$ cat config.mk
export PLATFORM = sky130hd
export DESIGN_NAME = ysyx_040729_ifu
export DESIGN_NICKNAME = d
export VERILOG_FILES = /design/src/rtl/ysyx_040729_ifu.sv
export SDC_FILE = /design/constraint.sdc
export NUM_CORES = 1
export LEC_CHECK = 0
export BUFFER_PORTS_ARGS = -buffer_cell sky130_fd_sc_hd__buf_4
export CAP_MARGIN = 20
export CORE_MARGIN = 5
export CORE_UTILIZATION = 56
export CTS_CLUSTER_DIAMETER = 80
export DETAILED_ROUTE_END_ITERATION = 12
export PLACE_DENSITY = 0.8
export SLEW_MARGIN = 20
export SYNTH_ARGS = -nofsm -noshare
export SYNTH_HDL_FRONTEND = slang
export SYNTH_SLANG_ARGS = --single-unit
$ cat constraint.sdc
create_clock -name clock -period 9.1 [get_ports clock]
set_clock_uncertainty 0.1 [all_clocks]
set_input_delay 0.455 -clock clock [delete_from_list [all_inputs] [get_ports clock]]
set_output_delay 0.455 -clock clock [all_outputs]
set_load 0.1 [all_outputs]
$ cat src/rtl/ysyx_040729_ifu.sv
// Instruction fetch stage: owns the PC, handshakes with the I-cache port and
// buffers {pc, inst} pairs in a small FIFO feeding decode; redirects flush it.
module ysyx_040729_ifu #(
    parameter int              ADDR_WIDTH = 64,
    parameter int              INST_WIDTH = 32,
    parameter logic [ADDR_WIDTH-1:0] RESET_ADDR = 64'h8000_0000,
    parameter int              FIFO_DEPTH = 2
) (
    input  logic                  clock,
    input  logic                  reset,
    output logic [ADDR_WIDTH-1:0] if_addr,
    output logic                  if_valid,
    input  logic                  if_ready,
    input  logic [INST_WIDTH-1:0] if_data_read,
    input  logic                  redirect_valid,
    input  logic [ADDR_WIDTH-1:0] redirect_pc,
    output logic                  out_valid,
    input  logic                  out_ready,
    output logic [ADDR_WIDTH-1:0] out_pc,
    output logic [INST_WIDTH-1:0] out_inst
);
    localparam int PTR_W = (FIFO_DEPTH > 1) ? $clog2(FIFO_DEPTH) : 1;
    localparam int CNT_W = PTR_W + 1;
    localparam logic [CNT_W-1:0] FULL = CNT_W'(FIFO_DEPTH);

    typedef enum logic [1:0] {
        S_RUN  = 2'd0,
        S_HOLD = 2'd1,
        S_KILL = 2'd2
    } state_t;

    state_t                state_reg, state_next;
    logic [ADDR_WIDTH-1:0] pc_reg, pc_next;
    logic [ADDR_WIDTH-1:0] pend_pc_reg, pend_pc_next;
    logic [CNT_W-1:0]      count_reg, count_next;
    logic [PTR_W-1:0]      head_reg, head_next;
    logic [PTR_W-1:0]      tail_reg, tail_next;

    logic [ADDR_WIDTH-1:0] pc_mem   [FIFO_DEPTH];
    logic [INST_WIDTH-1:0] inst_mem [FIFO_DEPTH];

    logic                  fire;
    logic                  push;
    logic                  pop;
    logic [ADDR_WIDTH-1:0] redirect_target;

    // The request stays valid until it fires: RUN only leaves via fire or
    // redirect, and KILL keeps the same address until its response arrives.
    assign if_valid  = !reset && ((state_reg == S_RUN && count_reg < FULL) || state_reg == S_KILL);
    assign if_addr   = pc_reg;
    assign fire      = if_valid && if_ready;
    assign out_valid = !reset && (count_reg != '0);
    assign pop       = out_valid && out_ready;
    assign out_pc    = out_valid ? pc_mem[head_reg]   : '0;
    assign out_inst  = out_valid ? inst_mem[head_reg] : '0;
    assign redirect_target = {redirect_pc[ADDR_WIDTH-1:2], 2'b00};

    always_comb begin
        state_next   = state_reg;
        pc_next      = pc_reg;
        pend_pc_next = pend_pc_reg;
        count_next   = count_reg;
        head_next    = head_reg;
        tail_next    = tail_reg;
        push         = 1'b0;

        if (redirect_valid) begin
            // Flush wins over any same-cycle pop; an unfired request must
            // still complete, so its response is swallowed in KILL.
            count_next = '0;
            head_next  = '0;
            tail_next  = '0;
            if (if_valid && !fire) begin
                pend_pc_next = redirect_target;
                state_next   = S_KILL;
            end else begin
                pc_next    = redirect_target;
                state_next = S_RUN;
            end
        end else begin
            push = (state_reg == S_RUN) && fire;
            if (push) begin
                tail_next = tail_reg + PTR_W'(1);
                pc_next   = pc_reg + ADDR_WIDTH'(4);
            end
            if (pop) begin
                head_next = head_reg + PTR_W'(1);
            end
            count_next = count_reg + CNT_W'(push) - CNT_W'(pop);

            case (state_reg)
                S_RUN:  if (count_next == FULL) state_next = S_HOLD;
                S_HOLD: if (pop) state_next = S_RUN;
                S_KILL: begin
                    if (fire) begin
                        pc_next    = pend_pc_reg;
                        state_next = S_RUN;
                    end
                end
                default: state_next = S_RUN;
            endcase
        end
    end

    always_ff @(posedge clock) begin
        if (reset) begin
            state_reg   <= S_RUN;
            pc_reg      <= RESET_ADDR;
            pend_pc_reg <= RESET_ADDR;
            count_reg   <= '0;
            head_reg    <= '0;
            tail_reg    <= '0;
        end else begin
            state_reg   <= state_next;
            pc_reg      <= pc_next;
            pend_pc_reg <= pend_pc_next;
            count_reg   <= count_next;
            head_reg    <= head_next;
            tail_reg    <= tail_next;
        end
    end

    // Payload storage needs no reset; out_pc/out_inst are masked while empty.
    always_ff @(posedge clock) begin
        if (push && !reset) begin
            pc_mem[tail_reg]   <= pc_reg;
            inst_mem[tail_reg] <= if_data_read;
        end
    end
endmodule

### After elaboration in Yosys (flattened, before gate mapping)

Memories as Yosys holds them, arrays and structs flattened. A register that Yosys moved wholly into a read port is not among the register bits.
Index checks and enable logic that the tools add are counted.

| word-level totals | value |
|---|---|
| register bits after elaboration | 132 |
| RAM bits | 192 |
| bits of input ports | 101 |
| output and inout port bits | 162 |
| logic and storage cells | 57 |
| memories kept | 2 |

Memory list:

| memory | depth | width | read ports | clocked after Yosys merged registers in | write ports | line | text |
|---|---|---|---|---|---|---|---|
| pc_mem | 2 | 64 | 1 | 1 | 1 | 39 | `logic [ADDR_WIDTH-1:0] pc_mem [FIFO_DEPTH];` |
| inst_mem | 2 | 32 | 1 | 1 | 1 | 40 | `logic [INST_WIDTH-1:0] inst_mem [FIFO_DEPTH];` |

| operators by class | value |
|---|---|
| $add $sub $neg | 5 |
| magnitude comparators | 1 |
| eq/ne operators | 7 |
| multiplexer cells | 20 |
| reduce and logical (&&, ||, !) cells | 16 |

Operator list:

| cell | count |
|---|---|
| 2-to-1 mux 64 bit | 6 |
| adder 64 x 3 -> 64 bit (second input constant) | 1 |
| 2-to-1 mux 32 bit | 1 |
| 2-to-1 mux 2 bit | 5 |
| logical AND 1 bit | 8 |
| 2-to-1 mux 1 bit | 7 |
| != test 3 bit (second input constant) | 2 |
| case mux 2 bit (3 select lines) | 1 |
| == test 2 bit (second input constant) | 2 |
| != test 3 x 2 -> 1 bit (second input constant) | 1 |
| AND reduction 3 bit | 1 |
| adder 1 bit (second input constant) | 2 |
| adder 2 x 1 -> 2 bit | 1 |
| == test 2 x 1 -> 1 bit (second input constant) | 1 |
| logical NOT 1 bit | 2 |
| logical NOT 2 bit | 1 |
| < comparator 2 bit (second input constant) | 1 |
| != test 2 bit (second input constant) | 1 |
| AND reduction 2 bit | 1 |
| nonzero test 2 bit | 1 |
| OR reduction 2 bit | 1 |
| subtractor 2 x 1 -> 2 bit | 1 |
| logical OR 1 bit | 1 |

### Logic depth before layout (Yosys ltp)

Gate-level depths: netlist (run 1).

| depth | value |
|---|---|
| depth in word-level cells | 12 |
| depth in mapped cells | 11 |
| gate-level depth less buffers | 10 |

### Worst setup path before layout (run 1)

No wires, ideal clock.

| path | value |
|---|---|
| kind | input to register |
| start point | input port redirect_valid |
| end point | memory inst_mem[0][0], enable pin |
| setup time | 0.662 ns |
| data arrival time | 7.647 ns |
| data required time | 8.338 ns |
| slack | 0.691 ns |
| stages | 5 |
| path through | inv_1 > clkbuf_1 > buf_1 > nand2_1 > nor3_1 |

| on the way | value |
|---|---|
| cells in the longest elaborated chain, start to end | 4 |

RTL lines:

| what | line | text |
|---|---|---|
| from (decl) | 15 | `input logic redirect_valid,` |
| 2-to-1 mux 1 bit | 67 | `if (redirect_valid) begin` |
| logical AND 1 bit | 125 | `if (push && !reset) begin` |
| 2-to-1 mux 1 bit | 125 |  |
| 2-to-1 mux 1 bit (not written as such) | 127 | `inst_mem[tail_reg] <= if_data_read;` |
| to (decl) | 40 |  |

Every way passes these cells.

### Final worst setup path (run 1)

| path | value |
|---|---|
| start point | input port reset |
| end point | register state_reg[0] |

| on the way | value |
|---|---|
| cells in the longest elaborated chain, start to end | 9 |
| elaborated cells between the ends (all ways) | 13 |
| classes of those cells | add/sub (2); eq/ne (4); reduce/logical (7) |

RTL lines:

| what | line | text |
|---|---|---|
| from (decl) | 10 | `input logic reset,` |
| logical NOT 1 bit | 49, 52 |  |
| logical AND 1 bit | 49 | `assign if_valid = !reset && ((state_reg == S_RUN && count_reg < FULL) \|\| state_reg == S_KILL);` |
| logical AND 1 bit | 51 | `assign fire = if_valid && if_ready;` |
| logical AND 1 bit | 81 | `push = (state_reg == S_RUN) && fire;` |
| adder 2 x 1 -> 2 bit | 89 | `count_next = count_reg + CNT_W'(push) - CNT_W'(pop);` |
| subtractor 2 x 1 -> 2 bit | 89 |  |
| == test 2 bit | 92 | `S_RUN: if (count_next == FULL) state_next = S_HOLD;` |
| != test 3 x 2 -> 1 bit (no line) | -- |  |
| AND reduction 3 bit (no line) | -- |  |
| to (signal assigned) | 114 | `state_reg <= state_next;` |
| to (decl) | 32 | `state_t state_reg, state_next;` |

Parallel ways exist; a longest one is shown, timed or not.
A chain may end at the register's enable or synchronous reset.

==> impl_metrics.env, run 1 <==
export IMPL_fin_crit_sh=0.430
export IMPL_cap_violations=0
export IMPL_cts_root_buffer="clkbuf_16"
export IMPL_post_cts_buffers=0
export IMPL_synth_seq_cells=319
export IMPL_num_io_pins=263
export IMPL_synth_distinct_cells=70
export IMPL_hpwlAfterDp_um=27200
export IMPL_slowest_stage="buf_4"
export IMPL_syn2layout_area_growth_pct=21.5
export IMPL_nets=1772
export IMPL_grt_max_degree=85
export IMPL_cts_tree="built"
export IMPL_yosysWarnings=0
export IMPL_drt_initial_drc_count=1464
export IMPL_globalplace_congestion=0.943
export IMPL_syn_avg_cell_area_um2=10.1
export IMPL_drive_gt1_frac=0.205
export IMPL_synth_edf_count=188
export IMPL_internal_power_mw=2.49
export IMPL_grt_ovfl_total=0
export IMPL_start_util=0.568
export IMPL_min_period_ps=3910
export IMPL_multi_input_area_mm2=0.00604
export IMPL_syn_inst=1466
export IMPL_ir_drop_mv=0.177
export IMPL_placedCellCount=1968
export IMPL_power_density_mw_per_mm2=193
export IMPL_track_usage=0.268
export IMPL_clock_fmax_mhz=256
export IMPL_status="finished clean"
export IMPL_via_per_inst=6.17
export IMPL_ant_nets=0
export IMPL_crit_type="input pin to register"
export IMPL_cts_sinks=319
export IMPL_critPathMaxStageDelay_ps=730
export IMPL_cts_resized=0
export IMPL_synth_area_mm2=0.0148
export IMPL_largest_reg_flops=124
export IMPL_seq_power_share=0.472
export IMPL_reg_largest_list="pc_mem (124), inst_mem (64)"
export IMPL_pwr_share_clk=0.393
export IMPL_clk_path_buf_depth=3
export IMPL_core_area_mm2=0.0260
export IMPL_synth_seq_area_share=0.560
export IMPL_wl_um=41700
export IMPL_io_buffers=256
export IMPL_combPwrFrac=0.135
export IMPL_rows=59
export IMPL_clock_latency_ps=520
export IMPL_worst_ep_arrival_time_ps=4240
export IMPL_swShare=0.280
export IMPL_cp_cell_sequence="buf_4 -> inv_1 -> o21ai_4 -> buf_4 -> inv_1 -> nand2_1 -> xnor2_1 -> ha_1 -> xor2_1 -> nor3_1 -> a21oi_1 -> o22ai_1"
export IMPL_tightest_slew_ps=1060
export IMPL_die_x_um=172
export IMPL_cts_hold_buf=0
export IMPL_synthFlopType="edfxtp_1"
export IMPL_async_flop_share=0
export IMPL_wl_per_cell_um=20.6
export IMPL_cts_buffers=34
export IMPL_num_vias=12534
export IMPL_fp_dieArea_mm2=0.0297
export IMPL_rsz0062_at_grt="no"
export IMPL_switchingPower_mw=0.969
export IMPL_max_slew_margin_rel=0.295
export IMPL_holdWs_ps=21.9
export IMPL_finalMaxSlewViolations=0
export IMPL_required_ps=9430
export IMPL_setup_viol=0
export IMPL_grt_first_pass_wirelength_um=63500
export IMPL_grt_antenna_before_repair=2
export IMPL_drt_pass1_iterations=6
export IMPL_nFillCells=1982
export IMPL_die_height_um=172
export IMPL_htreeDepth=2
export IMPL_finalHoldViolCount=0
export IMPL_p_leak_nw=6.45
export IMPL_worstHoldPathType="input pin to register"
export IMPL_crit_path_max_fanout=72
export IMPL_largest_register="pc_mem"
export IMPL_drc=0
export IMPL_ff_latch_area_mm2=0.00827
export IMPL_startpoint_type="input pin"
export IMPL_final_cells=2030
export IMPL_endpoint_kind="register"
export IMPL_setup_tns_ps=0
export IMPL_grt_pass1_vias=11657
export IMPL_clk_pin_slew_worst_paths_ps=60
## through the flow
stage | setup slack (ps) | utilization | instance area [um^2] | total power, mW
floorplan | 691 | - | 14800 | 1.99
global placement | 4840 | 0.648 | 16800 | 2.11
detailed placement | 4770 | 0.648 | 16800 | 2.13
CTS | 5270 | 0.690 | 17900 | 3.47
global route | 4910 | 0.690 | 17900 | 3.57
finish | 5190 | 0.690 | 17900 | 3.46
## placed cells by master, fill, tap and decap left out, drive strengths merged, types with 20 or more instances in the layout
master,Yosys,final
buf,29,274
o21ai,43,43
a21oi,129,129
nand2,212,212
nand4,31,31
inv,18,20
edfxtp,188,188
and3,22,22
dfxtp,131,131
clkbuf,81,45
nor2,159,159
nand3,40,40
mux2i,108,108
nor4,37,37
## critical path, delay by kind of cell
family                   cells  cell delay (ps)
AO/OA/AOI/OAI                3              760
buffers and inverters        4             1920
AND/OR/NAND/NOR              2              480
adder cells (fa/ha/maj)      1              210
XOR/XNOR                     2              310
## per-layer routing
metal | vias up | share of wire | track usage | routed length, um
met5 | - | 0.00065 | 0 | 27
met4 | 4 | 0.026 | 0.0769 | 1100
met3 | 96 | 0.10 | 0.0583 | 4350
met2 | 646 | 0.47 | 0.438 | 19500
met1 | 5955 | 0.40 | 0.362 | 16800
li1 | 5833 | - | - | -
## final timing paths
| kind | from | to | slack (ps) | cells past startpoint |
|---|---|---|---|---|
| worst min-delay path | if_data_read[4] | inst_mem[0][4]$_DFFE_PP_ | 20 | 1 |
| worst min register to register | pend_pc_reg[16]$_SDFFE_PP0P_ | pend_pc_reg[16]$_SDFFE_PP0P_ | 350 | 2 |
| worst max-delay path | reset | state_reg[0]$_SDFFE_PP0P_ | 5190 | 12 |
| worst max register to register | count_reg[1]$_SDFF_PP0_ | state_reg[0]$_SDFFE_PP0P_ | 5610 | 10 |
## cell families (layout without fill, tap and decap cells)
logic type,Yosys count,count (layout),synth area share
other cells,1,5,0.000254
compound gates,314,314,0.137
buf+inv,128,353,0.0342
xor+xnor,12,12,0.00712
fa+ha+maj,2,2,0.00170
flops,319,319,0.560
mux,108,108,0.0733
simple gates,582,582,0.186
## cells in the mapped netlist (4+ instances only)
master / count / area [um^2]
a2111oi_0: 4 / 35.0
a211o_1: 9 / 78.8
a211oi_1: 10 / 75.1
a21oi_1: 129 / 646
a221oi_1: 10 / 87.6
a22oi_1: 4 / 30.0
a2bb2oi_1: 5 / 43.8
a311o_1: 4 / 40.0
a311oi_1: 7 / 61.3
a31oi_1: 17 / 106
and2_1: 5 / 31.3
and3_1: 22 / 138
and4_1: 4 / 35.0
buf_1: 20 / 75.1
buf_2: 5 / 25.0
buf_4: 4 / 30.0
clkbuf_1: 79 / 297
dfxtp_1: 131 / 2620
edfxtp_1: 188 / 5650
inv_1: 18 / 67.6
mux2i_1: 108 / 1080
nand2_1: 212 / 796
nand2b_1: 4 / 25.0
nand3_1: 40 / 200
nand3b_1: 4 / 30.0
nand4_1: 31 / 194
nor2_1: 159 / 597
nor3_1: 18 / 90.1
nor4_1: 35 / 219
o211a_1: 7 / 70.1
o211ai_1: 7 / 52.6
o21ai_0: 42 / 210
o221a_2: 4 / 45.0
o221ai_1: 6 / 52.6
o22ai_1: 11 / 68.8
o2bb2ai_1: 6 / 52.6
o31ai_1: 5 / 37.5
or2_2: 4 / 25.0
or3_1: 16 / 100
or4_1: 10 / 75.1
xnor2_1: 8 / 70.1
xor2_1: 4 / 35.0
## power by group through the flow
stage / sequential [mW] / combinational [mW] / clock (mW)
after CTS: 1.63 / 0.466 / 1.37
after detailed placement: 1.66 / 0.464 / 0
after floorplan: 1.79 / 0.199 / 0
after global placement: 1.66 / 0.455 / 0
after global routing: 1.64 / 0.492 / 1.44
final: 1.63 / 0.467 / 1.36
## final cells by class
cell class | instances | area share
Timing Repair Buffer | 274 | 0.115
Inverter | 18 | 0.00377
Tap cell | 335 | 0.0234
Clock buffer | 45 | 0.0509
Multi-Input combinational cell | 1022 | 0.337
Antenna cell | 1 | 0.000140
Sequential cell | 319 | 0.461
Clock inverter | 16 | 0.00893
No activity file was read; power rests on OpenSTA's default activity.
==> run 2: changes to the inputs <==
==> constraint.sdc (replaced) <==
create_clock -name clock -period 3.6 [get_ports clock]
set_clock_uncertainty 0.1 [all_clocks]
set_input_delay 0.18 -clock clock [delete_from_list [all_inputs] [get_ports clock]]
set_output_delay 0.18 -clock clock [all_outputs]
set_load 0.1 [all_outputs]
==> run 2 against run 1 <==
Effect of this change:
- sequential share of layout area fell by 3.1 points
- final area rose by 7.1%
- first-iteration DRC count rose by 6.1%
- hold slack improved by 17 ps
- sequential power rose to 2.5 times the previous value
- critical path type is now register to register
- combinational power rose to 2.8 times the previous value
- register-to-register slack got worse by 4900 ps
- count of clock-buffer cells in the layout rose by 1
- wire length rose by 6.4%
- total power rose to 2.6 times the previous value
==> impl_metrics.env, run 2 (synthesized netlist as in run 1, its figures left out) <==
export IMPL_cts_buffers=34
export IMPL_endpoint_kind="register"
export IMPL_cts_root_buffer="clkbuf_16"
export IMPL_hpwlAfterDp_um=28100
export IMPL_grt_ovfl_total=0
export IMPL_worstHoldPathType="input pin to register"
export IMPL_grt_pass1_vias=12589
export IMPL_setup_tns_ps=0
export IMPL_syn2layout_area_growth_pct=30.1
export IMPL_startpoint_type="register"
export IMPL_cts_hold_buf=96
export IMPL_htreeDepth=2
export IMPL_fp_dieArea_mm2=0.0297
export IMPL_status="finished clean"
export IMPL_worst_ep_arrival_time_ps=3180
export IMPL_num_vias=13185
export IMPL_tightest_slew_ps=900
export IMPL_required_ps=3910
export IMPL_setup_viol=0
export IMPL_num_io_pins=263
export IMPL_die_height_um=172
export IMPL_clk_pin_slew_worst_paths_ps=70
export IMPL_crit_buf_inv=0
export IMPL_drt_pass1_iterations=6
export IMPL_core_area_mm2=0.0260
export IMPL_clock_latency_ps=510
export IMPL_post_cts_buffers=0
export IMPL_max_slew_margin_rel=0.395
export IMPL_drt_initial_drc_count=1553
export IMPL_nets=1883
export IMPL_drc=0
export IMPL_crit_type="register to register"
export IMPL_slowest_stage="nor4_1"
export IMPL_reg_largest_list="pc_mem (124), inst_mem (64)"
export IMPL_track_usage=0.287
export IMPL_cpMostUsedCell="nor4_1"
export IMPL_globalplace_congestion=0.945
export IMPL_rsz0062_at_grt="no"
export IMPL_final_cell_mix="buf_4 (280), nand2_1 (211), edfxtp_1 (188)"
export IMPL_nFillCells=1758
export IMPL_largest_register="pc_mem"
export IMPL_p_leak_nw=7.00
export IMPL_cp_cell_sequence="ha_1 -> and4bb_2 -> nand4_1 -> nor4_1 -> a21oi_1 -> nor4_1"
export IMPL_via_per_inst=6.15
export IMPL_crit_path_max_fanout=8
export IMPL_holdWs_ps=38.6
export IMPL_wl_per_cell_um=20.7
export IMPL_cts_resized=0
export IMPL_wl_um=44400
export IMPL_path_delay_family="simple AND/OR/NAND/NOR gates"
export IMPL_critPathMaxStageDelay_ps=780
export IMPL_die_x_um=172
export IMPL_cts_sinks=319
export IMPL_finalMaxSlewViolations=0
export IMPL_power_density_mw_per_mm2=473
export IMPL_finalHoldViolCount=0
export IMPL_clock_fmax_mhz=348
export IMPL_cap_violations=0
export IMPL_grt_first_pass_wirelength_um=68200
export IMPL_drive_gt1_frac=0.204
export IMPL_ir_drop_mv=0.484
export IMPL_clk_path_buf_depth=3
export IMPL_grt_antenna_before_repair=1
export IMPL_final_common_cell="buf_4"
export IMPL_min_period_ps=2870
export IMPL_io_buffers=256
export IMPL_start_util=0.568
export IMPL_largest_reg_flops=124
export IMPL_grt_max_degree=93
export IMPL_fin_crit_sh=0.798
export IMPL_rows=59
export IMPL_cts_tree="built"
export IMPL_ant_nets=0
run 2: worst paths after layout:
kind / start / to / slack, ps / cells past startpoint
max: if_addr[2]$_SDFFE_PP0N_ / if_addr[52]$_SDFFE_PP0N_ / 730 / 6
min: reset / pend_pc_reg[3]$_SDFFE_PP0P_ / 40 / 2
max reg2reg: if_addr[2]$_SDFFE_PP0N_ / if_addr[52]$_SDFFE_PP0N_ / 730 / 6
min reg2reg: pend_pc_reg[55]$_SDFFE_PP0P_ / pend_pc_reg[55]$_SDFFE_PP0P_ / 350 / 2
run 2: power breakdown:
| group | leakage [nW] | switching, mW | internal (mW) |
|---|---|---|---|
| Sequential | 2.84 | 0.157 | 3.97 |
| Clock | 0.574 | 1.42 | 2.24 |
| Combinational | 3.59 | 0.906 | 0.391 |
| Total | 7.00 | 2.48 | 6.60 |
run 2: final cells by class:
cell class              count  area (um^2)  area share
clock inverters            16          184     0.00958
diodes                      2         5.00    0.000261
clock buffers              46         1000      0.0520
multi-input cells        1022         6050       0.315
repair buffers            385         3210       0.167
flip-flops and latches    319         8270       0.431
inverters                  18         67.6     0.00352
well taps                 335          419      0.0218
run 2: per-stage QoR:
stage,instance area [um^2],total power [mW],utilization,cells,setup slack [ps]
final,19200,9.08,0.739,2143,725
after global routing,19200,9.36,0.739,2142,681
after CTS,19200,9.10,0.739,2139,835
after detailed placement,17000,5.39,0.656,1981,819
after global placement,17000,5.36,0.656,1981,816
after floorplan,14800,5.02,-,1469,37.6
run 2: worst register-to-register path, cell delays in order (launching register included):
cell,delay (ps)
dfxtp_1,570
ha_1,250
and4bb_2,320
nand4_1,340
nor4_1,780
a21oi_1,160
nor4_1,260
run 2: routing by layer:
| layer | vias to the layer above | GRT usage | share of wire |
|---|---|---|---|
| met5 | - | 0 | 0 |
| met4 | 0 | 0.0748 | 0.023 |
| met3 | 98 | 0.0476 | 0.092 |
| met2 | 703 | 0.493 | 0.49 |
| met1 | 6322 | 0.382 | 0.39 |
| li1 | 6062 | - | - |
